==> src/rtl/instruction_fetch_pkg.sv <==
// rtl/instruction_fetch_pkg.sv - shared widths, halt opcode and fetch state encoding
package instruction_fetch_pkg;

    localparam int IF_INSTRUCTION_WIDTH = 64;
    localparam int IF_ROM_ADDRESS_WIDTH = 16;
    localparam int IF_OPCODE_WIDTH      = 16;
    localparam logic [IF_OPCODE_WIDTH-1:0] IF_HALT_OPCODE = 16'h0000;

    typedef enum logic [2:0] {
        S_IDLE     = 3'd0,
        S_FETCH    = 3'd1,
        S_LATCH    = 3'd2,
        S_ISSUE    = 3'd3,
        S_WAIT_EXE = 3'd4,
        S_HALTED   = 3'd5
    } fetch_state_e;

endpackage

==> src/rtl/fetch_ip_register.sv <==
// rtl/fetch_ip_register.sv - instruction pointer register with load and wrapping increment
module fetch_ip_register
    import instruction_fetch_pkg::*;
#(
    parameter int ROM_ADDRESS_WIDTH = IF_ROM_ADDRESS_WIDTH
) (
    input  logic                         Clock,
    input  logic                         Reset,
    input  logic                         iLoad,
    input  logic [ROM_ADDRESS_WIDTH-1:0] iLoadValue,
    input  logic                         iIncrement,
    output logic [ROM_ADDRESS_WIDTH-1:0] oIP
);
    logic [ROM_ADDRESS_WIDTH-1:0] ip_q;
    logic [ROM_ADDRESS_WIDTH-1:0] ip_d;

    // Load wins over increment; the add truncates so the top address wraps to zero.
    always_comb begin
        ip_d = ip_q;
        if (iLoad) begin
            ip_d = iLoadValue;
        end else if (iIncrement) begin
            ip_d = ip_q + 1'b1;
        end
    end

    always_ff @(posedge Clock or negedge Reset) begin
        if (!Reset) begin
            ip_q <= '0;
        end else begin
            ip_q <= ip_d;
        end
    end

    assign oIP = ip_q;
endmodule

==> src/rtl/instruction_fetch.sv <==
// rtl/instruction_fetch.sv - single-issue instruction fetch sequencer over a 1-cycle-latency ROM
module instruction_fetch
    import instruction_fetch_pkg::*;
#(
    parameter int INSTRUCTION_WIDTH = IF_INSTRUCTION_WIDTH,
    parameter int ROM_ADDRESS_WIDTH = IF_ROM_ADDRESS_WIDTH,
    parameter logic [IF_OPCODE_WIDTH-1:0] HALT_OPCODE = IF_HALT_OPCODE
) (
    input  logic                         Clock,
    input  logic                         Reset,
    input  logic                         iStart,
    input  logic [ROM_ADDRESS_WIDTH-1:0] iInitialIP,
    output logic [ROM_ADDRESS_WIDTH-1:0] oRomAddress,
    input  logic [INSTRUCTION_WIDTH-1:0] iRomData,
    output logic [INSTRUCTION_WIDTH-1:0] oEncodedInstruction,
    output logic                         oInstructionAvailable,
    output logic [ROM_ADDRESS_WIDTH-1:0] oCurrentIP,
    input  logic                         iExeDone,
    input  logic                         iBranchTaken,
    input  logic [ROM_ADDRESS_WIDTH-1:0] iBranchAddress,
    output logic                         oBusy,
    output logic                         oHalted
);
    fetch_state_e                 state_q, state_d;
    logic [ROM_ADDRESS_WIDTH-1:0] rom_addr_q, rom_addr_d;
    logic [INSTRUCTION_WIDTH-1:0] instr_q, instr_d;
    logic [ROM_ADDRESS_WIDTH-1:0] cur_ip_q, cur_ip_d;
    logic                         avail_q, avail_d;
    logic                         busy_q, busy_d;
    logic                         halted_q, halted_d;

    logic                         ip_load;
    logic                         ip_inc;
    logic [ROM_ADDRESS_WIDTH-1:0] ip_load_value;
    logic [ROM_ADDRESS_WIDTH-1:0] ip;

    fetch_ip_register #(
        .ROM_ADDRESS_WIDTH(ROM_ADDRESS_WIDTH)
    ) u_ip (
        .Clock      (Clock),
        .Reset      (Reset),
        .iLoad      (ip_load),
        .iLoadValue (ip_load_value),
        .iIncrement (ip_inc),
        .oIP        (ip)
    );

    always_comb begin
        state_d       = state_q;
        rom_addr_d    = rom_addr_q;
        instr_d       = instr_q;
        cur_ip_d      = cur_ip_q;
        ip_load       = 1'b0;
        ip_inc        = 1'b0;
        ip_load_value = iInitialIP;
        case (state_q)
            S_IDLE, S_HALTED: begin
                if (iStart) begin
                    ip_load    = 1'b1;
                    rom_addr_d = iInitialIP;
                    state_d    = S_FETCH;
                end
            end
            S_FETCH: state_d = S_LATCH;
            S_LATCH: begin
                instr_d  = iRomData;
                cur_ip_d = ip;
                if (iRomData[INSTRUCTION_WIDTH-1 -: IF_OPCODE_WIDTH] == HALT_OPCODE) begin
                    state_d = S_HALTED;
                end else begin
                    state_d = S_ISSUE;
                end
            end
            S_ISSUE: state_d = S_WAIT_EXE;
            S_WAIT_EXE: begin
                // ROM address is steered to the same value the IP register takes.
                if (iExeDone) begin
                    state_d = S_FETCH;
                    if (iBranchTaken) begin
                        ip_load       = 1'b1;
                        ip_load_value = iBranchAddress;
                        rom_addr_d    = iBranchAddress;
                    end else begin
                        ip_inc     = 1'b1;
                        rom_addr_d = ip + 1'b1;
                    end
                end
            end
            default: state_d = S_IDLE;
        endcase
        avail_d  = (state_d == S_ISSUE);
        busy_d   = (state_d != S_IDLE) && (state_d != S_HALTED);
        halted_d = (state_d == S_HALTED);
    end

    always_ff @(posedge Clock or negedge Reset) begin
        if (!Reset) begin
            state_q    <= S_IDLE;
            rom_addr_q <= '0;
            instr_q    <= '0;
            cur_ip_q   <= '0;
            avail_q    <= 1'b0;
            busy_q     <= 1'b0;
            halted_q   <= 1'b0;
        end else begin
            state_q    <= state_d;
            rom_addr_q <= rom_addr_d;
            instr_q    <= instr_d;
            cur_ip_q   <= cur_ip_d;
            avail_q    <= avail_d;
            busy_q     <= busy_d;
            halted_q   <= halted_d;
        end
    end

    assign oRomAddress           = rom_addr_q;
    assign oEncodedInstruction   = instr_q;
    assign oCurrentIP            = cur_ip_q;
    assign oInstructionAvailable = avail_q;
    assign oBusy                 = busy_q;
    assign oHalted               = halted_q;
endmodule
==> config.mk <==
export PLATFORM = sky130hd
export DESIGN_NAME = instruction_fetch
export DESIGN_NICKNAME = d
export VERILOG_FILES = /design/src/rtl/instruction_fetch_pkg.sv /design/src/rtl/fetch_ip_register.sv /design/src/rtl/instruction_fetch.sv
export SDC_FILE = /design/constraint.sdc
export NUM_CORES = 1
export LEC_CHECK = 0
export BUFFER_PORTS_ARGS = -buffer_cell sky130_fd_sc_hd__buf_2
export CAP_MARGIN = 20
export CORE_MARGIN = 2
export CORE_UTILIZATION = 45
export CTS_CLUSTER_SIZE = 20
export DETAILED_ROUTE_END_ITERATION = 7
export PLACE_DENSITY = 0.79
export SLEW_MARGIN = 20
export SYNTH_ARGS = -nofsm -noshare
export SYNTH_HDL_FRONTEND = slang
export SYNTH_SLANG_ARGS = --single-unit
==> constraint.sdc <==
create_clock -name Clock -period 2 [get_ports Clock]
set_input_delay 0.4 -clock Clock [delete_from_list [all_inputs] [get_ports Clock]]
set_output_delay 0.4 -clock Clock [all_outputs]
set_load 0.03 [all_outputs]
==> impl_metrics.toml <==
[outcome]
outcome = "finished, violations left"
violations = "design-rule violations"

[placement]
portBuffers = 199
placed_area_um2 = 6840
hpwl_um = 11200
place.gp.congestion = 0.916

[sta]
relSlewSlack_pct = 61.2
fin_crit_ns = 1.90
rsz0062_at_grt = "no"
maxSlewViolCount = 0
fin_skew_ns = 0.0116
whs_ns = 0.217
period_share_pct = 95.1
finalHoldViolations = 0
worst_pin_slew_ns = 0.580
fmax_ghz = 0.526
setup_viol = 0

[synthesis]
synthesis.nets = 571
synthFlopType = "dfrtp_1"
ys_types = 60
synth-edff-count = 0
synthArstFlopShare_pct = 100
yosysWarnings = 0
syn_area_per_cell_um2 = 11.8
ys_seq_elements = 118
netlist_instances = 469
yosysSeqAreaShare_pct = 53.4
netlist_area_um2 = 5530

[routing]
dr.pass1.iters = 7
viasPerCell = 5.51
routed_wirelength_um = 14900
num_vias = 4687
drt_iter0_markers = 252
drc = 1
wl_per_cell_um = 17.5
postRouteAntennaNets = 0

[floorplanning]
rows = 40
floorplan.initialDensity_pct = 46.0
die_w_um = 115
die_h_um = 115
core_region_area_um2 = 12000
die-area_um2 = 13200
pin_count = 200

[cells_and_area]
final_area_um2 = 7470
nets = 792
areaGrowthSynthToFinish_pct = 35.2
num_antenna_cells = 0
drive_above_1_share_pct = 50.9

[global_route]
grt_pass1_vias = 4671
antenna_found_initial = 0
globalRouteOverflowTotal = 0
grt_max_degree = 56
grt.total_usage_pct = 22.8
grt_pass1_wl_um = 23100

[clocking]
clock_path_buffers = 2
cts_buffers = 17
cts_root_buffer = "clkbuf_16"
cts_tree = "built"
clk_pin_slew_ns = 0.06
clkSinkCount = 118
ctsHtreeMaxLevel = 4
clock_latency_ns = 0.41

[setup_path]
cpMaxStageDelayCell = "a2111oi_1"
arrival_ns = 2.16
worstSetupEndpointType = "flip-flop"
regToRegStartpoint = "state_q[2]"
critPathLaunch = "state_q[2]"
crit_type = "flip-flop to flip-flop"
path_max_fanout = 19
cp-start-kind = "flip-flop"
path_buf_inv = 1
critPathRequiredTime_ns = 2.26
path_delay_family = "compound AO/OA/AOI/OAI gates"
max_stage_delay_ns = 0.57
cp_cell_sequence = "buf_4, o311a_1, a2111oi_1, a21oi_1"

[pwr]
leakage_uw = 0.00344
cellPowerDensity_nw_per_um2 = 2020
power_uw = 15100
vdd_drop_max_uv = 1010

[job]
cap_viol_max_count = 0

[hold_path]
holdCritStartpoint = "iRomData[2]"
hold_class = "input port to flip-flop"
## cells in the final DEF (no fill, tap or decap), drive strengths merged, types with 5 or more instances in the layout
master / netlist / routed
buf: 26 / 236
nor3: 11 / 11
nand2: 26 / 26
xnor2: 5 / 5
dfrtp: 118 / 118
mux2: 74 / 74
o211ai: 8 / 8
nand3: 22 / 22
o21a: 13 / 13
nand2b: 7 / 7
nor2: 14 / 14
nand4: 8 / 8
a21oi: 14 / 14
nor4: 9 / 9
inv: 12 / 15
clkinv: 0 / 5
a221o: 5 / 5
nand3b: 5 / 5
clkbuf: 9 / 17
o21ai: 25 / 25
## metrics by stage
stage / TNS, ns / cells / setup WS [ns] / utilization [%]
final: 0 / 850 / 0.0988 / 62.2
after global routing: 0 / 850 / 0.00956 / 62.2
after CTS: 0 / 850 / 0.0348 / 62.1
after detailed placement: -0.0681 / 817 / -0.0351 / 57.0
after global placement: 0 / 817 / 0.105 / 57.0
after floorplan: 0 / 469 / 0.141 / -
## area by class of cell
| cell class | count | area (µm²) |
|---|---|---|
| timing repair buffer | 237 | 1310 |
| clock buffer | 17 | 425 |
| fill | 974 | 4540 |
| tap | 147 | 184 |
| clock inverter | 15 | 179 |
| inverter | 12 | 45.0 |
| multi-input combinational | 304 | 2370 |
| sequential | 118 | 2950 |
## synthesized netlist by cell type (all sizes together), types with 2 or more instances
cell type	n	share of area, %
xor2	4	0.63
o31ai	4	0.54
o211ai	8	1.1
a221o	5	0.91
buf	26	2.5
o221ai	2	0.32
nand4	8	1.0
a21o	2	0.27
a21oi	14	1.3
nor2b	2	0.23
xnor2	5	0.79
o21a	13	1.8
a311o	4	0.72
nand3	22	2.1
nor3	11	1.0
o311ai	4	0.63
nand2b	7	0.84
a211oi	4	0.54
nor2	14	0.95
a311oi	2	0.95
o2111ai	3	0.48
mux2	74	15
a22oi	2	0.27
nor4	9	1.7
dfrtp	118	53
clkbuf	9	0.63
inv	12	0.82
and3	4	0.45
a2111oi	2	0.32
nand2	26	1.8
o22ai	2	0.23
nand3b	5	0.68
o21ai	25	2.3
a31oi	2	0.23
nor3b	2	0.36
## logic make-up after synthesis
| logic type | after synthesis | share of synthesized area (%) |
|---|---|---|
| flops | 118 | 53.4 |
| simple gates | 116 | 12.0 |
| compound gates | 103 | 13.7 |
| mux | 75 | 15.3 |
| buf+inv | 47 | 3.98 |
| xor+xnor | 9 | 1.43 |
| fa+ha+maj | 1 | 0.226 |
## path summary, 6_finish.rpt
| check | cells after the start | slack, ns | endpoint |
|---|---|---|---|
| setup / recovery | 4 | 0.1 | u_ip.oIP[3] |
| min in group asynchronous | 2 | 0.53 | oEncodedInstruction[26] |
| hold reg to reg | 2 | 0.48 | oCurrentIP[6] |
| hold / removal | 2 | 0.22 | oEncodedInstruction[2] |
| max in group asynchronous | 3 | 0.82 | state_q[2] |
| setup reg to reg | 4 | 0.1 | u_ip.oIP[3] |
## power breakdown
part | leakage [µW] | switching, µW | internal, µW
logic | 0.00178 | 4750 | 2900
clock network | 0.000286 | 1130 | 1960
registers | 0.00138 | 754 | 3630
## worst reg2reg max path, stage by stage, from the launching register on
cell	delay, ns
dfrtp_2	0.45
buf_4	0.22
o311a_1	0.37
a2111oi_1	0.57
a21oi_1	0.14
## per-layer routing
metal	share of wire [%]	GRT usage, %	vias up	routed length, µm
met5	0	0	-	0
met4	1.7	8.35	0	255
met3	7.3	6.48	20	1090
met2	49	37.9	216	7330
met1	42	28.6	2271	6180
li1	-	-	2180	-
## sequential cells by signal, summed over array words and instances (netlist names)
signal	flops
oEncodedInstruction	64
oCurrentIP	16
u_ip.oIP	16
state_q	3
oInstructionAvailable	1
oBusy	1
oRomAddress	16
oHalted	1
## repair_timing
action	CTS	global route
hold endpoints to repair	35	0
setup endpoints to repair	2	3
hold buffers	1	0
buffers inserted	0	0
resized for setup	1	4
pin swaps	0	0
Note: power is estimated with default switching activity, not from simulation.
